**src/rtl/uart_pkg.sv**
```systemverilog
// Shared constants, FSM state type and sizing helpers for the configurable UART receiver.
package uart_pkg;

  localparam int unsigned PARITY_NONE = 0;
  localparam int unsigned PARITY_ODD  = 1;
  localparam int unsigned PARITY_EVEN = 2;

  typedef enum logic [2:0] {
    ST_IDLE,
    ST_START,
    ST_DATA,
    ST_PARITY,
    ST_STOP
  } rx_state_e;

  // Clock cycles per bit period.
  function automatic int unsigned bps_cnt(input int unsigned clk_hz, input int unsigned bps);
    return clk_hz / bps;
  endfunction

  // Bits needed to count 0..n-1 (at least one bit).
  function automatic int unsigned ctr_width(input int unsigned n);
    int unsigned w;
    w = 1;
    while ((32'd1 << w) < n) w++;
    return w;
  endfunction

endpackage

```
**src/rtl/uart_rx_sync.sv**
```systemverilog
// Input conditioning: 2-flop synchroniser, falling-edge detect and 3-sample majority voter.
module uart_rx_sync (
  input  logic sys_clk,
  input  logic sys_rst_n,
  input  logic uart_rxd,
  input  logic sample_en,
  output logic rxd_s,
  output logic fall_edge,
  output logic maj_bit
);

  logic       r_sync1;
  logic       r_sync2;
  logic       r_prev;
  logic [1:0] r_smp;

  // Synchroniser plus history flop; reset to idle-high so no edge appears out of reset.
  always_ff @(posedge sys_clk or negedge sys_rst_n) begin
    if (!sys_rst_n) begin
      r_sync1 <= 1'b1;
      r_sync2 <= 1'b1;
      r_prev  <= 1'b1;
    end else begin
      r_sync1 <= uart_rxd;
      r_sync2 <= r_sync1;
      r_prev  <= r_sync2;
    end
  end

  // Hold the two earlier mid-bit samples; the third is the live synchronised level.
  always_ff @(posedge sys_clk or negedge sys_rst_n) begin
    if (!sys_rst_n) begin
      r_smp <= 2'b11;
    end else if (sample_en) begin
      r_smp <= {r_smp[0], r_sync2};
    end
  end

  assign rxd_s     = r_sync2;
  assign fall_edge = r_prev & ~r_sync2;
  assign maj_bit   = (r_smp[1] & r_smp[0]) | (r_smp[1] & r_sync2) | (r_smp[0] & r_sync2);

endmodule

```
**src/rtl/uart_rx_cfg.sv**
```systemverilog
// Configurable UART receiver with majority sampling, error flags and a valid/ready holding register.
module uart_rx_cfg
  import uart_pkg::*;
#(
  parameter int unsigned SYS_CLK_FRE = 50_000_000,
  parameter int unsigned BPS         = 9600,
  parameter int unsigned DATA_BITS   = 8,
  parameter int unsigned PARITY      = 0,
  parameter int unsigned STOP_BITS   = 1
) (
  input  logic                 sys_clk,
  input  logic                 sys_rst_n,
  input  logic                 uart_rxd,
  output logic [DATA_BITS-1:0] rx_data,
  output logic                 rx_valid,
  input  logic                 rx_ready,
  output logic                 parity_err,
  output logic                 frame_err,
  output logic                 overrun
);

  localparam int unsigned BPS_CNT = bps_cnt(SYS_CLK_FRE, BPS);
  localparam int unsigned MID     = BPS_CNT / 2;
  localparam int unsigned CW      = ctr_width(BPS_CNT);
  localparam int unsigned BW      = ctr_width(DATA_BITS);

  localparam logic [CW-1:0] CNT_LAST = CW'(BPS_CNT - 1);
  localparam logic [CW-1:0] CNT_SMP0 = CW'(MID - 1);
  localparam logic [CW-1:0] CNT_DEC  = CW'(MID + 1);
  localparam logic [BW-1:0] DATA_LAST = BW'(DATA_BITS - 1);
  localparam logic [BW-1:0] STOP_LAST = BW'(STOP_BITS - 1);

  rx_state_e            r_state;
  logic [CW-1:0]        r_clk_cnt;
  logic [BW-1:0]        r_bit_cnt;
  logic [DATA_BITS-1:0] r_shift;
  logic                 r_perr;
  logic                 r_ferr;
  logic                 r_done;

  logic w_rxd_s_unused;
  logic w_fall;
  logic w_maj;
  logic w_sample_en;
  logic w_dec;
  logic w_bit_end;

  assign w_sample_en = (r_state != ST_IDLE) && (r_clk_cnt >= CNT_SMP0) && (r_clk_cnt <= CNT_DEC);
  assign w_dec       = (r_state != ST_IDLE) && (r_clk_cnt == CNT_DEC);
  assign w_bit_end   = (r_clk_cnt == CNT_LAST);

  uart_rx_sync u_sync (
    .sys_clk   (sys_clk),
    .sys_rst_n (sys_rst_n),
    .uart_rxd  (uart_rxd),
    .sample_en (w_sample_en),
    .rxd_s     (w_rxd_s_unused),
    .fall_edge (w_fall),
    .maj_bit   (w_maj)
  );

  // Frame FSM: bit timing, data shift, parity/stop checking and completion strobe.
  always_ff @(posedge sys_clk or negedge sys_rst_n) begin
    if (!sys_rst_n) begin
      r_state   <= ST_IDLE;
      r_clk_cnt <= '0;
      r_bit_cnt <= '0;
      r_shift   <= '0;
      r_perr    <= 1'b0;
      r_ferr    <= 1'b0;
      r_done    <= 1'b0;
    end else begin
      r_done <= 1'b0;
      if (r_state == ST_IDLE || w_bit_end) begin
        r_clk_cnt <= '0;
      end else begin
        r_clk_cnt <= r_clk_cnt + CW'(1);
      end

      case (r_state)
        ST_IDLE: begin
          if (w_fall) begin
            r_state <= ST_START;
            r_perr  <= 1'b0;
            r_ferr  <= 1'b0;
          end
        end
        ST_START: begin
          if (w_dec && w_maj) begin
            r_state <= ST_IDLE;
          end else if (w_bit_end) begin
            r_state   <= ST_DATA;
            r_bit_cnt <= '0;
          end
        end
        ST_DATA: begin
          if (w_dec) begin
            r_shift <= {w_maj, r_shift[DATA_BITS-1:1]};
          end
          if (w_bit_end) begin
            if (r_bit_cnt == DATA_LAST) begin
              r_bit_cnt <= '0;
              r_state   <= (PARITY != PARITY_NONE) ? ST_PARITY : ST_STOP;
            end else begin
              r_bit_cnt <= r_bit_cnt + BW'(1);
            end
          end
        end
        ST_PARITY: begin
          if (w_dec) begin
            r_perr <= (^r_shift) ^ w_maj ^ (PARITY == PARITY_ODD);
          end
          if (w_bit_end) begin
            r_state <= ST_STOP;
          end
        end
        ST_STOP: begin
          if (w_dec) begin
            if (!w_maj) begin
              r_ferr <= 1'b1;
            end
            // Finish at the last decision point so a back-to-back start edge is not missed.
            if (r_bit_cnt == STOP_LAST) begin
              r_done    <= 1'b1;
              r_bit_cnt <= '0;
              r_state   <= ST_IDLE;
            end
          end else if (w_bit_end) begin
            r_bit_cnt <= r_bit_cnt + BW'(1);
          end
        end
        default: begin
          r_state <= ST_IDLE;
        end
      endcase
    end
  end

  // Holding register: load on completion if free or being drained, else flag overrun.
  always_ff @(posedge sys_clk or negedge sys_rst_n) begin
    if (!sys_rst_n) begin
      rx_data    <= '0;
      rx_valid   <= 1'b0;
      parity_err <= 1'b0;
      frame_err  <= 1'b0;
      overrun    <= 1'b0;
    end else begin
      overrun <= 1'b0;
      if (r_done) begin
        if (!rx_valid || rx_ready) begin
          rx_data    <= r_shift;
          parity_err <= r_perr;
          frame_err  <= r_ferr;
          rx_valid   <= 1'b1;
        end else begin
          overrun <= 1'b1;
        end
      end else if (rx_valid && rx_ready) begin
        rx_valid <= 1'b0;
      end
    end
  end

endmodule

```
**config.mk**
```make
export PLATFORM = sky130hd
export DESIGN_NAME = uart_rx_cfg
export DESIGN_NICKNAME = d
export VERILOG_FILES = /design/src/rtl/uart_pkg.sv /design/src/rtl/uart_rx_sync.sv /design/src/rtl/uart_rx_cfg.sv
export SDC_FILE = /design/constraint.sdc
export NUM_CORES = 1
export LEC_CHECK = 0
export BUFFER_PORTS_ARGS = -buffer_cell sky130_fd_sc_hd__buf_2
export CAP_MARGIN = 20
export CORE_ASPECT_RATIO = 1.2
export CORE_MARGIN = 1
export CORE_UTILIZATION = 39
export CTS_CLUSTER_DIAMETER = 200
export CTS_CLUSTER_SIZE = 16
export DETAILED_ROUTE_END_ITERATION = 10
export GPL_ROUTABILITY_DRIVEN = 0
export SYNTH_ARGS = -nofsm -noshare
export SYNTH_HDL_FRONTEND = slang
export SYNTH_SLANG_ARGS = --single-unit
export TNS_END_PERCENT = 5
```
**constraint.sdc**
```tcl
create_clock -name sys_clk -period 1.8 [get_ports sys_clk]
set_clock_uncertainty 0.15 [all_clocks]
set_input_delay 0.18 -clock sys_clk [delete_from_list [all_inputs] [get_ports sys_clk]]
set_output_delay 0.18 -clock sys_clk [all_outputs]
set_load 0.05 [all_outputs]
```
==> results of run 1 <==
## worst register-to-register path, delay by kind of cell (launching register included)
| family | cells | cell delay, ps |
|---|---|---|
| muxes | 1 | 310 |
| AOI/OAI and AO/OA | 2 | 300 |
| DFF | 1 | 430 |
| adders and majority gates | 1 | 220 |
| and+or+nand+nor | 2 | 450 |
## cell type report
| class | instances | area, µm² | share of cell area, % |
|---|---|---|---|
| well taps | 80 | 100 | 3.31 |
| clock inverters | 3 | 47.5 | 1.57 |
| multi-input cells | 140 | 1180 | 39.1 |
| flip-flops and latches | 47 | 1180 | 39.1 |
| repair buffers | 56 | 415 | 13.7 |
| clock buffers | 5 | 68.8 | 2.28 |
| inverters | 7 | 26.3 | 0.869 |
## synth_stat cells, drive strengths merged, types with 2 or more instances
library cell	number
and4b	2
and4bb	4
mux2	22
mux2i	2
a21oi	2
inv	7
nor3	5
nor2	23
dfstp	5
nor3b	2
and3	2
nand2	13
ha	5
buf	3
nand2b	5
nand3	8
xnor2	14
nand4	3
dfrtp	42
o21ai	5
xor2	6
## through the flow
stage | setup slack [ps] | instance area [µm²] | total power, mW | hold slack, ps
finish | -182 | 3020 | 3.32 | 211
global route | -268 | 3020 | 3.56 | 221
CTS | -210 | 2950 | 3.26 | 212
detailed placement | -192 | 2780 | 2.41 | 36.0
global placement | -171 | 2780 | 2.41 | 35.8
floorplan | -190 | 2330 | 1.92 | -266
## sequential cells by signal (all words and copies together) (netlist names)
| signal | flops |
|---|---|
| r_clk_cnt | 13 |
| r_shift | 8 |
| rx_data | 8 |
| r_bit_cnt | 3 |
| r_state | 3 |
| u_sync.r_smp | 2 |
| frame_err | 1 |
| overrun | 1 |
| parity_err | 1 |
| r_done | 1 |
| r_ferr | 1 |
| r_perr | 1 |
| rx_valid | 1 |
| u_sync.r_prev | 1 |
| u_sync.r_sync1 | 1 |
| u_sync.rxd_s | 1 |
## logic make-up after synthesis
| kind of cell | count (synthesis) |
|---|---|
| compound gates | 16 |
| xor+xnor | 20 |
| simple gates | 74 |
| fa+ha+maj | 6 |
| mux | 24 |
| buf+inv | 11 |
| flops | 47 |
## report_power, final
group,switching [mW],leakage (nW),internal (mW)
clock,0.378,0.0587,0.421
combinational,0.587,0.782,0.705
sequential,0.0782,0.630,1.15
## routing by layer
metal	routed length [µm]	vias up	global-route usage, %	share of wire (%)
met5	0	-	0	0
met4	99	0	6.95	2.3
met3	105	8	3.84	2.5
met2	2140	26	26.3	50
met1	1900	775	18.1	45
li1	-	807	-	-
## final timing paths
path                                  end  slack, ps  depth (start not counted)
min reg2reg                  u_sync.rxd_s        210                          0
max                          r_bit_cnt[0]       -180                          6
max reg2reg                  r_bit_cnt[0]       -180                          6
min                          u_sync.rxd_s        210                          0
min in group asynchronous        rx_valid        230                          3
max in group asynchronous  u_sync.r_sync1        980                          3
## timing repair
| action | in CTS | in global routing |
|---|---|---|
| hold buffers | 3 | 0 |
| pin swaps | 1 | 8 |
| resized for setup | 3 | 14 |
| hold endpoints to repair | 49 | 0 |
| buffers inserted | 2 | 0 |
| endpoints found under the setup margin | 16 | 31 |
==> results.tsv, run 1 <==
stage	metric	value	unit
status	outcome	complete, but fails checks	
job	max_cap_viol_count	0	
synthesis	synth_mux_area_share	11.7	%
cells_and_area	postLayoutCoreUtil	53.0	%
synthesis	synth-edff-count	0	
synthesis	ys_seq_area_share	50.9	%
clock_tree	cts_made_buffers	5	
min_path	min_path_type	reg2reg	
synthesis	synthAdderAreaFrac	3.12	%
clock_tree	cts_max_path_buffers	2	
global_routing	grt_start_max_net_pins	48	
synthesis	yosys.area.top_type	dfrtp_1	
cells_and_area	num-fill-cells	529	
detailed_routing	ant_nets	0	
sta	period_share	110	%
cells_and_area	nNetsFinal	266	
power	power.leakage	1.47	nW
global_routing	first_global_vias	1692	
sta	timing.final.hold_violations	0	
global_routing	grt_usage	15.4	%
synthesis	async_reset_ff_share	100	%
synthesis	post_synth_num_cell_types	45	
cells_and_area	stdcell_count	338	
critical_path	critical_path_buf_inv_count	0	
critical_path	worstPathArrival	2030	ps
synthesis	ys_top_cells_by_area	dfrtp_1 45%, mux2_2 6.8%, dfstp_2 5.7%	
critical_path	path_delay_family	simple AND/OR/NAND/NOR gates	
min_path	min_from	u_sync.r_sync1	
die	coreArea	5710	µm²
critical_path	critPathKind	reg2reg	
clock_tree	clk_pin_slew	90	ps
die	num_io_pins	16	
global_routing	antenna_found_initial	0	
die	die_w	72.5	µm
place	port_buffers	15	
status	failed_checks	setup timing	
sta	rsz0062_at_grt	true	
cells_and_area	n_antenna_cell	0	
synthesis	synth_flop_cell	dfrtp_1	
synthesis	ys_warn_count	0	
sta	setup_ws	-182	ps
detailed_routing	num_vias	1616	
place	dp_hpwl	2990	µm
synthesis	synth_compound_area_share	6.35	%
synthesis	syn_inst	198	
synthesis	synth-simple-area-share	18.5	%
clock_tree	ctsRootBufferMaster	clkbuf_8	
detailed_routing	wl_per_cell	12.6	µm
critical_path	crit_chain	ha_2 > and4b_1 > and4b_2 > a21boi_4 > o2111ai_4 > mux2_4	
cells_and_area	drive_gt1_share	40.7	%
die	die-area	6270	µm²
die	die_y	86.6	µm
power	vdd_drop_max	611	µV
critical_path	worst_path_max_delay_cell	dfrtp_1	
sta	slew_headroom	71.8	%
sta	finalSetupViolCount	11	
cells_and_area	final_common_cell	dfrtp_1	
detailed_routing	dr.first_iter.drc_count	42	
detailed_routing	dr.pass1.iters	4	
sta	tns	-1330	ps
global_routing	grt_remaining_overflow	0	
synthesis	syn_area	2320	µm²
die	rows	30	
critical_path	slowest_delay	430	ps
synthesis	synth_xor_area_share	7.54	%
critical_path	worstPathRequired	1850	ps
critical_path	critPathLaunch	r_clk_cnt[0]	
synthesis	synth_top_family_by_area	simple AND/OR/NAND/NOR gates	
critical_path	cp-end-kind	register	
clock_tree	cts.sinks	47	
critical_path	critPathMaxFanout	3	
critical_path	cp-start-kind	register	
die	initial_core_util	40.7	%
detailed_routing	drc	0	
sta	timing.fmax	505	MHz
clock_tree	clk_latency	300	ps
synthesis	syn-num-nets	207	
cells_and_area	area_growth_syn_to_layout	30.2	%
synthesis	ys_ff_latch	47	
power	powerDensity	1100	nW/µm²
synthesis	yosysTopAreaCellShare	45.2	%
sta	tightest_slew	422	ps
clock_tree	cts_tree	built	
detailed_routing	drt-total-wl	4250	µm
place	dp_cells	325	
clock_tree	h-tree-depth	2	
global_routing	grt_pass1_wl	7410	µm
sta	period_needed	1980	ps
cells_and_area	final_cell_mix	42 x dfrtp_1, 36 x buf_4, 22 x nor2_1	
sta	maxSlewViolCount	0	
detailed_routing	routed_via_density	4.78	
critical_path	r2r_start	r_clk_cnt[0]	
synthesis	syn_area_per_cell	11.7	µm²
Power figures use the tool's default switching activity.
==> inputs of run 2 (changes only) <==
- CORE_MARGIN: 1 -> not set
- CTS_CLUSTER_DIAMETER: 200 -> 30
- clock period: 1.8 -> 1.6 ns (I/O delays scaled with it)
==> results.tsv, run 2 (synthesis gave the netlist of run 1 again) <==
stage	metric	value	unit	change
clock_tree	h-tree-depth	2		unchanged
clock_tree	cts_made_buffers	5		unchanged
sta	setup_ws	-357	ps	was -182 ps
cells_and_area	regMostFlops	r_clk_cnt		unchanged
critical_path	crit_chain	inv_1 > ha_2 > and4b_1 > and4b_2 > a21boi_2 > o2111ai_4 > mux2_4		was ha_2 > and4b_1 > and4b_2 > a21boi_4 > o2111ai_4 > mux2_4
status	outcome	complete, but fails checks		unchanged
min_path	min_path_type	in2async		was reg2reg
power	power.leakage	1.50	nW	was 1.47 nW
job	max_cap_viol_count	0		unchanged
power	power.total	3.77	mW	was 3.32 mW
sta	finalSetupViolCount	24		was 11
die	die_w	72.5	µm	unchanged
global_routing	grt_use_met2	27.8	%	was 26.3%
critical_path	critPathKind	reg2reg		unchanged
cells_and_area	largest_register_ffs	13		unchanged
cells_and_area	n_antenna_cell	0		unchanged
detailed_routing	wl_per_cell	12.6	µm	about the same
die	num_io_pins	16		unchanged
critical_path	worstPathRequired	1650	ps	was 1850 ps
global_routing	busiest_layer	met2		unchanged
critical_path	slowest_delay	400	ps	was 430 ps
sta	slew_headroom	77.3	%	was 71.8%
sta	period_needed	1960	ps	was 1980 ps
critical_path	critical_path_buf_inv_count	1		was 0
detailed_routing	num_vias	1684		was 1616
sta	period_share	122	%	was 110%
place	place_ws	-396	ps	was -192 ps
global_routing	grt_remaining_overflow	0		unchanged
critical_path	path_delay_family	simple AND/OR/NAND/NOR gates		unchanged
detailed_routing	routed_via_density	4.85		was 4.78
critical_path	worst_path_max_delay_cell	dfrtp_1		unchanged
critical_path	worstPathArrival	2010	ps	was 2030 ps
critical_path	critPathMaxFanout	3		unchanged
clock_tree	cts_tree	built		unchanged
power	vdd_drop_max	706	µV	was 611 µV
cells_and_area	area_growth_syn_to_layout	30.6	%	was 30.2%
sta	tns	-5330	ps	was -1330 ps
clock_tree	clk_latency	310	ps	was 300 ps
clock_tree	cts.sinks	47		unchanged
global_routing	grt_pass1_wl	7620	µm	was 7410 µm
clock_tree	clk_pin_slew	100	ps	was 90 ps
global_routing	first_global_vias	1682		was 1692
clock_tree	cts_max_path_buffers	2		unchanged
sta	timing.fmax	511	MHz	was 505 MHz
detailed_routing	drt-total-wl	4360	µm	was 4250 µm
sta	maxSlewViolCount	0		unchanged
die	die_y	86.6	µm	unchanged
sta	tightest_slew	340	ps	was 422 ps
global_routing	use_met1	18.7	%	was 18.1%
global_routing	grt_start_max_net_pins	20		was 48
die	rows	30		unchanged
sta	timing.final.hold_violations	0		unchanged
detailed_routing	ant_nets	0		unchanged
cells_and_area	nNetsFinal	275		was 266
cells_and_area	final_cell_mix	44 x buf_4, 42 x dfrtp_1, 23 x nor2_1		was 42 x dfrtp_1, 36 x buf_4, 22 x nor2_1
status	failed_checks	setup timing		unchanged
critical_path	cp-start-kind	register		unchanged
place	port_buffers	15		unchanged
place	dp_hpwl	3270	µm	was 2990 µm
cells_and_area	drive_gt1_share	41.9	%	was 40.7%
global_routing	antenna_found_initial	0		unchanged
power	powerDensity	1240	nW/µm²	was 1100 nW/µm²
die	initial_core_util	40.7	%	unchanged
critical_path	cp-end-kind	register		unchanged
sta	rsz0062_at_grt	true		unchanged
global_routing	gr-usage-met3	3.49	%	was 3.84%
detailed_routing	dr.pass1.iters	4		unchanged
clock_tree	ctsRootBufferMaster	clkbuf_8		unchanged
global_routing	grt_usage	15.9	%	was 15.4%
cells_and_area	layout_top_registers	r_clk_cnt x13, r_shift x8, rx_data x8		unchanged
detailed_routing	dr.first_iter.drc_count	61		was 42
cells_and_area	final_common_cell	buf_4		was dfrtp_1
die	die-area	6270	µm²	unchanged
detailed_routing	drc	0		unchanged
die	coreArea	5710	µm²	unchanged
run 2: layer usage:
layer | wire, µm | part of all wire (%)
met1 | 1960 | 45
met2 | 2230 | 51
met3 | 97 | 2.2
met4 | 67 | 1.5
met5 | 0 | 0
run 2: per-stage QoR:
stage               cells  utilization (%)  instance area, µm²  hold WS (ps)
global placement      332             49.2                2810         -61.7
detailed placement    332             49.2                2810         -61.6
global route          347             53.2                3040           161
CTS                   347             53.0                3030           146
finish                347             53.2                3040           129
floorplan             198                -                2330          -286
run 2: report_power, final:
part	switching, mW	total, mW	internal (mW)	leakage, nW
registers	0.0701	1.37	1.30	0.630
logic	0.651	1.50	0.845	0.811
clock network	0.433	0.904	0.471	0.0548
run 2: final timing paths:
check	depth (start not counted)	from	end	slack [ps]
max	7	r_clk_cnt[1]	r_bit_cnt[0]	-360
max reg2reg	7	r_clk_cnt[1]	r_bit_cnt[0]	-360
min in group sys_clk	0	u_sync.r_sync1	u_sync.rxd_s	210
min	2	sys_rst_n	r_perr	130
max in group asynchronous	3	sys_rst_n	rx_data[6]	600
min reg2reg	0	u_sync.r_sync1	u_sync.rxd_s	210
run 2: area by class of cell:
| cell class | instances | area [µm²] |
|---|---|---|
| Clock buffer | 5 | 68.8 |
| Tap cell | 80 | 100 |
| Fill cell | 539 | 2670 |
| Timing Repair Buffer | 65 | 469 |
| Clock inverter | 3 | 46.3 |
| Sequential cell | 47 | 1180 |
| Inverter | 7 | 26.3 |
| Multi-Input combinational cell | 140 | 1140 |
run 2: timing repair:
action / 4_1_cts / 5_1_grt
buffers inserted: 4 / 0
gates resized for setup: 12 / 2
endpoints found under the hold margin: 49 / 0
pin swaps: 5 / 1
setup endpoints to repair: 31 / 31
hold buffers: 3 / 0
run 2: worst reg2reg max path, delay by kind of cell (launching register included):
family	cells	cell delay, ps
adder cells (fa/ha/maj)	1	180
flip-flops	1	400
buffers and inverters	1	70
multiplexers	1	320
AO/OA/AOI/OAI	2	300
AND/OR/NAND/NOR	2	460
